**src/rtl/iiie_branch_resolve.sv**
```systemverilog
// Branch resolve stage: registers adder results, detects mispredicts, issues redirect and BTB update.
// Optional BRANCH_STATS_EN adds branch and mispredict counters.
module iiie_branch_resolve #(
  parameter int unsigned ROB_W     = 6,
  parameter int unsigned PRF_W     = 6,
  parameter int unsigned UPD_DEPTH = 2
) (
  input  logic             cpu_clock_i,
  input  logic             cpu_resetn_i,
  input  logic             flush_i,
  input  logic             valid_i,
  input  logic [ROB_W-1:0] rob_id_i,
  input  logic [PRF_W-1:0] dest_i,
  input  logic             wr_en_i,
  input  logic             is_cf_i,
  input  logic [29:0]      pc_i,
  input  logic             brnch_res_i,
  input  logic [1:0]       branch_type_i,
  input  logic [31:0]      excp_addr_i,
  input  logic [31:0]      result_i,
  input  logic             pred_taken_i,
  input  logic [31:0]      pred_target_i,
  output logic             wb_valid_o,
  output logic [ROB_W-1:0] wb_rob_o,
  output logic [PRF_W-1:0] wb_dest_o,
  output logic [31:0]      wb_data_o,
  output logic             wb_wen_o,
  output logic             redir_valid_o,
  output logic [31:0]      redir_target_o,
  output logic [ROB_W-1:0] redir_rob_o,
  input  logic             redir_ready_i,
  output logic             upd_valid_o,
  output logic [29:0]      upd_pc_o,
  output logic [31:0]      upd_target_o,
  output logic             upd_taken_o,
  output logic [1:0]       upd_type_o,
  input  logic             upd_ready_i,
  output logic             busy_o
`ifdef BRANCH_STATS_EN
  ,
  output logic [31:0]      stat_branches_o,
  output logic [31:0]      stat_mispred_o
`endif
);

  localparam int unsigned PtrW = $clog2(UPD_DEPTH);
  localparam int unsigned CntW = $clog2(UPD_DEPTH + 1);

  typedef enum logic [1:0] {StIdle, StRedir, StWaitFlush} state_e;

  typedef struct packed {
    logic [29:0] pc;
    logic [31:0] target;
    logic        taken;
    logic [1:0]  btype;
  } upd_t;

  state_e           state_q;
  logic             redir_valid_q;
  logic [31:0]      redir_target_q;
  logic [ROB_W-1:0] redir_rob_q;
  logic             wb_valid_q, wb_wen_q;
  logic [ROB_W-1:0] wb_rob_q;
  logic [PRF_W-1:0] wb_dest_q;
  logic [31:0]      wb_data_q;
  upd_t             fifo_q [UPD_DEPTH];
  logic [PtrW-1:0]  wr_ptr_q, rd_ptr_q;
  logic [CntW-1:0]  count_q;

  logic taken, mispredict, push, pop, fifo_full, fifo_empty, start_redir;

  always_comb begin
    taken       = (branch_type_i == 2'b00) ? brnch_res_i : 1'b1;
    mispredict  = is_cf_i & ((taken != pred_taken_i) | (taken & (excp_addr_i != pred_target_i)));
    fifo_full   = (count_q == CntW'(UPD_DEPTH));
    fifo_empty  = (count_q == '0);
    push        = valid_i & is_cf_i & (state_q == StIdle) & ~flush_i;
    pop         = ~fifo_empty & upd_ready_i;
    start_redir = valid_i & mispredict & (state_q == StIdle) & ~flush_i;
  end

  // Writeback runs in every state; only a same-cycle flush suppresses it.
  always_ff @(posedge cpu_clock_i or negedge cpu_resetn_i) begin
    if (!cpu_resetn_i) begin
      wb_valid_q <= 1'b0;
      wb_wen_q   <= 1'b0;
      wb_rob_q   <= '0;
      wb_dest_q  <= '0;
      wb_data_q  <= '0;
    end else begin
      wb_valid_q <= valid_i & ~flush_i;
      if (valid_i) begin
        wb_wen_q  <= wr_en_i;
        wb_rob_q  <= rob_id_i;
        wb_dest_q <= dest_i;
        wb_data_q <= result_i;
      end
    end
  end

  always_ff @(posedge cpu_clock_i or negedge cpu_resetn_i) begin
    if (!cpu_resetn_i) begin
      state_q        <= StIdle;
      redir_valid_q  <= 1'b0;
      redir_target_q <= '0;
      redir_rob_q    <= '0;
    end else if (flush_i) begin
      state_q       <= StIdle;
      redir_valid_q <= 1'b0;
    end else begin
      case (state_q)
        StIdle: begin
          if (start_redir) begin
            state_q        <= StRedir;
            redir_valid_q  <= 1'b1;
            redir_target_q <= excp_addr_i;
            redir_rob_q    <= rob_id_i;
          end
        end
        StRedir: begin
          if (redir_valid_q && redir_ready_i) begin
            state_q       <= StWaitFlush;
            redir_valid_q <= 1'b0;
          end
        end
        StWaitFlush: state_q <= StWaitFlush;
        default: begin
          state_q       <= StIdle;
          redir_valid_q <= 1'b0;
        end
      endcase
    end
  end

  // Flush leaves the FIFO intact: its entries belong to older, committed-path ops.
  always_ff @(posedge cpu_clock_i or negedge cpu_resetn_i) begin
    if (!cpu_resetn_i) begin
      for (int i = 0; i < int'(UPD_DEPTH); i++) fifo_q[i] <= '0;
      wr_ptr_q <= '0;
      rd_ptr_q <= '0;
      count_q  <= '0;
    end else begin
      if (push) begin
        fifo_q[wr_ptr_q] <= '{pc: pc_i, target: excp_addr_i, taken: taken, btype: branch_type_i};
        wr_ptr_q         <= wr_ptr_q + PtrW'(1);
      end
      if (pop) rd_ptr_q <= rd_ptr_q + PtrW'(1);
      count_q <= count_q + CntW'(push) - CntW'(pop);
    end
  end

`ifdef BRANCH_STATS_EN
  logic [31:0] stat_branches_q, stat_mispred_q;

  always_ff @(posedge cpu_clock_i or negedge cpu_resetn_i) begin
    if (!cpu_resetn_i) begin
      stat_branches_q <= '0;
      stat_mispred_q  <= '0;
    end else begin
      if (push)        stat_branches_q <= stat_branches_q + 32'd1;
      if (start_redir) stat_mispred_q  <= stat_mispred_q + 32'd1;
    end
  end

  assign stat_branches_o = stat_branches_q;
  assign stat_mispred_o  = stat_mispred_q;
`endif

  assign wb_valid_o     = wb_valid_q;
  assign wb_rob_o       = wb_rob_q;
  assign wb_dest_o      = wb_dest_q;
  assign wb_data_o      = wb_data_q;
  assign wb_wen_o       = wb_wen_q;
  assign redir_valid_o  = redir_valid_q;
  assign redir_target_o = redir_target_q;
  assign redir_rob_o    = redir_rob_q;
  assign upd_valid_o    = ~fifo_empty;
  assign upd_pc_o       = fifo_q[rd_ptr_q].pc;
  assign upd_target_o   = fifo_q[rd_ptr_q].target;
  assign upd_taken_o    = fifo_q[rd_ptr_q].taken;
  assign upd_type_o     = fifo_q[rd_ptr_q].btype;
  assign busy_o         = (state_q != StIdle) | fifo_full;

  // Issue must honour busy_o; a push into a full FIFO without a pop would drop an entry.
  push_when_full_a: assert property (@(posedge cpu_clock_i) disable iff (!cpu_resetn_i)
                                     !(push && fifo_full && !pop));

endmodule

```
**config.mk**
```make
export PLATFORM = sky130hd
export DESIGN_NAME = iiie_branch_resolve
export DESIGN_NICKNAME = d
export VERILOG_FILES = /design/src/rtl/iiie_branch_resolve.sv
export SDC_FILE = /design/constraint.sdc
export NUM_CORES = 1
export LEC_CHECK = 0
export ABC_AREA = 1
export BUFFER_PORTS_ARGS = -buffer_cell sky130_fd_sc_hd__buf_2
export CAP_MARGIN = 20
export CORE_MARGIN = 2
export CORE_UTILIZATION = 51
export DETAILED_ROUTE_END_ITERATION = 7
export PLACE_DENSITY_LB_ADDON = 0.12
export SKIP_LAST_GASP = 1
export SYNTH_ARGS = -nofsm -noshare
export SYNTH_HDL_FRONTEND = slang
export SYNTH_SLANG_ARGS = --single-unit
export TNS_END_PERCENT = 30
```
**constraint.sdc**
```tcl
create_clock -name cpu_clock_i -period 2.5 [get_ports cpu_clock_i]
set_clock_uncertainty 0.05 [all_clocks]
set_input_delay 0.25 -clock cpu_clock_i [delete_from_list [all_inputs] [get_ports cpu_clock_i]]
set_output_delay 0.25 -clock cpu_clock_i [all_outputs]
set_load 0.01 [all_outputs]
```
==> metrics <==
WHS=11.2 ps; Routed Antenna Nets=0; CP required=2200 ps; detailed-placement wirelength estimate=18.4 mm; Syn-to-layout area delta=34.8%; total wire length=27.4 mm; final max-slew violation count=0; Num CTS Buffers=23; fillers=1438; crit start category=flip-flop; I/O pin count=302; number of synthesized register bits=221; Internal Power=8.84 mW; port bufs=301; total power=13.9 mW; die area=19800 um2; synth warn=0; register area share after synthesis=0.581; chip width=141 um; Rel. slew slack=0.608; peak supply drop=672 uV; Max-Cap Viols=0; Num Clock Sinks=221; Tmin final=2070 ps; clk root buf=clkbuf_16; vias in the first global route=8476; sequential cell area=5530 um2; CTS tree=built; pre-CTS WS=441 ps; Layout Cells excl Fill=1771; power per cell area=1080 nW/um2; Crit Path Max Fanout=56; Netlist Area Pre-Place=9530 um2; Final period util=0.828; Worst Hold Launch=branch_type_i[0]; leakage=7.25 nW; postcts setup bufs=0; Mapped Avg Cell Area=8.19 um2; Synth top area share=0.581; GP Congestion=0.890; DP Area=11300 um2; Placed Cells=1651; drt pass-1 iters=5; fmax=483 MHz; final instance area=12800 um2; Routed WL per cell=15.5 um; Worst Tran Pin Value=588 ps; final setup fails=0; most common cell after layout, fill and taps aside=nand2_1; # hold bufs at CTS=83; core area=18100 um2; initial antenna violation count=1; via count=8738; Post-Syn Instances=1163; Max H-tree Level=1; setup TNS=0 ps; commonest non-fill, non-tap cells in the layout=nand2_1 (545), buf_2 (300), dfrtp_1 (220), o21ai_0 (126), inv_1 (91); Area contributors post-synth=dfrtp_1 (58%), nand2_1 (22%), o21ai_0 (6.6%); DRC viols=0; Worst-Skew Late Latency=490 ps; area of the multi-input gates=3360 um2; Final WS setup=429 ps; Initial Util=0.525; kind of critical path=reg -> out; Clk network pwr share=0.228; Die Y-Extent=141 um; grt total ovfl=0; fin util=0.707; Fin. Hold Viols=0; Worst Setup SP=rd_ptr_q; Net count, final=1685; Hold Path Class=in -> reg; # resized after CTS=0; CP arrival=1770 ps; Sw Share=0.364; power share of the sequential group=0.414; number of distinct library cells after synthesis=24; status=completed; RSZ-0062 raised after global routing=false; combinational share of power=0.359; GRT Overall Usage=0.277; row cnt=49; RR Startpoint=state_q[0]; Avg Vias per Cell=4.93; Synth area leader=dfrtp_1; share of cells above drive strength 1=0.238; switching power=5.07 mW; clk buf depth=3; first-pass GRT wire length=43.7 mm; largest net degree at the start of global routing=98; clk slew on worst S/H paths=60 ps; Syn Nets=1318; CP Capture Type=output pin; Iter 0 DRT Violations=517
## path summary, 6_finish.rpt
kind	endpoint	slack, ps	depth (start not counted)
max in group asynchronous	wb_dest_o[1]	1440	3
hold reg to reg	wb_dest_o[3]	410	2
min in group asynchronous	fifo_q[5]	270	2
setup / recovery	upd_target_o[13]	430	5
setup reg to reg	count_q[1]	500	10
hold / removal	fifo_q[65]	10	3
## cells by family after synthesis
logic type | after synthesis | share of synthesized area
AND/OR/NAND/NOR | 577 | 0.231
flip-flops | 221 | 0.581
AO/OA/AOI/OAI | 185 | 0.0979
buffers and inverters | 158 | 0.0679
XOR/XNOR | 17 | 0.0156
adder cells (fa/ha/maj) | 5 | 0.00657
## sequential cells by signal, summed over array words and instances, names as in the netlist
signal	cells
count_q	2
fifo_q	130
rd_ptr_q	1
redir_rob_o	6
redir_target_o	32
redir_valid_o	1
state_q	2
wb_data_o	32
wb_dest_o	6
wb_rob_o	6
wb_valid_o	1
wb_wen_o	1
wr_ptr_q	1
## cell usage after synthesis
cell type,instances
a21boi_1,1
buf_1,2
buf_2,7
buf_6,6
clkbuf_1,43
clkinv_1,1
dfrtp_1,221
ha_1,5
inv_1,91
inv_2,8
nand2_1,546
nand3_1,9
nand3_2,2
nand4_1,1
nor2_1,16
nor2_2,1
nor2_4,1
o21ai_0,126
o21ai_1,56
o21bai_1,1
o22ai_1,1
or2_2,1
xnor2_1,12
xor2_1,5
## layer usage
metal / global-route usage / part of all wire / routed length [um] / vias up
li1: - / - / - / 4311
met1: 0.375 / 0.42 / 11600 / 4038
met2: 0.444 / 0.47 / 12800 / 329
met3: 0.0625 / 0.075 / 2050 / 60
met4: 0.101 / 0.034 / 932 / 0
met5: 0 / 0 / 0 / -
## power by group through the flow
stage / Clock, mW / Sequential (mW) / Combinational, mW
after global placement: 0 / 5.74 / 4.83
after CTS: 3.25 / 5.74 / 5.04
final: 3.17 / 5.75 / 4.99
after floorplan: 0 / 5.81 / 2.70
after detailed placement: 0 / 5.77 / 4.93
after global routing: 3.38 / 5.94 / 5.63
## worst max-delay path: stages (launching register included)
cell     delay [ps]
dfrtp_2         430
inv_2           190
buf_12          300
nand2_1          90
nand2_1         100
buf_2           140
## layout make-up
class                   count  share of cell area
flip-flops and latches    221               0.431
clock inverters             5             0.00195
multi-input cells         784               0.261
inverters                 100              0.0293
clock buffers              31              0.0519
repair buffers            400               0.202
well taps                 229              0.0223
diodes                      1            0.000195
(Power assumes the default switching activity.)
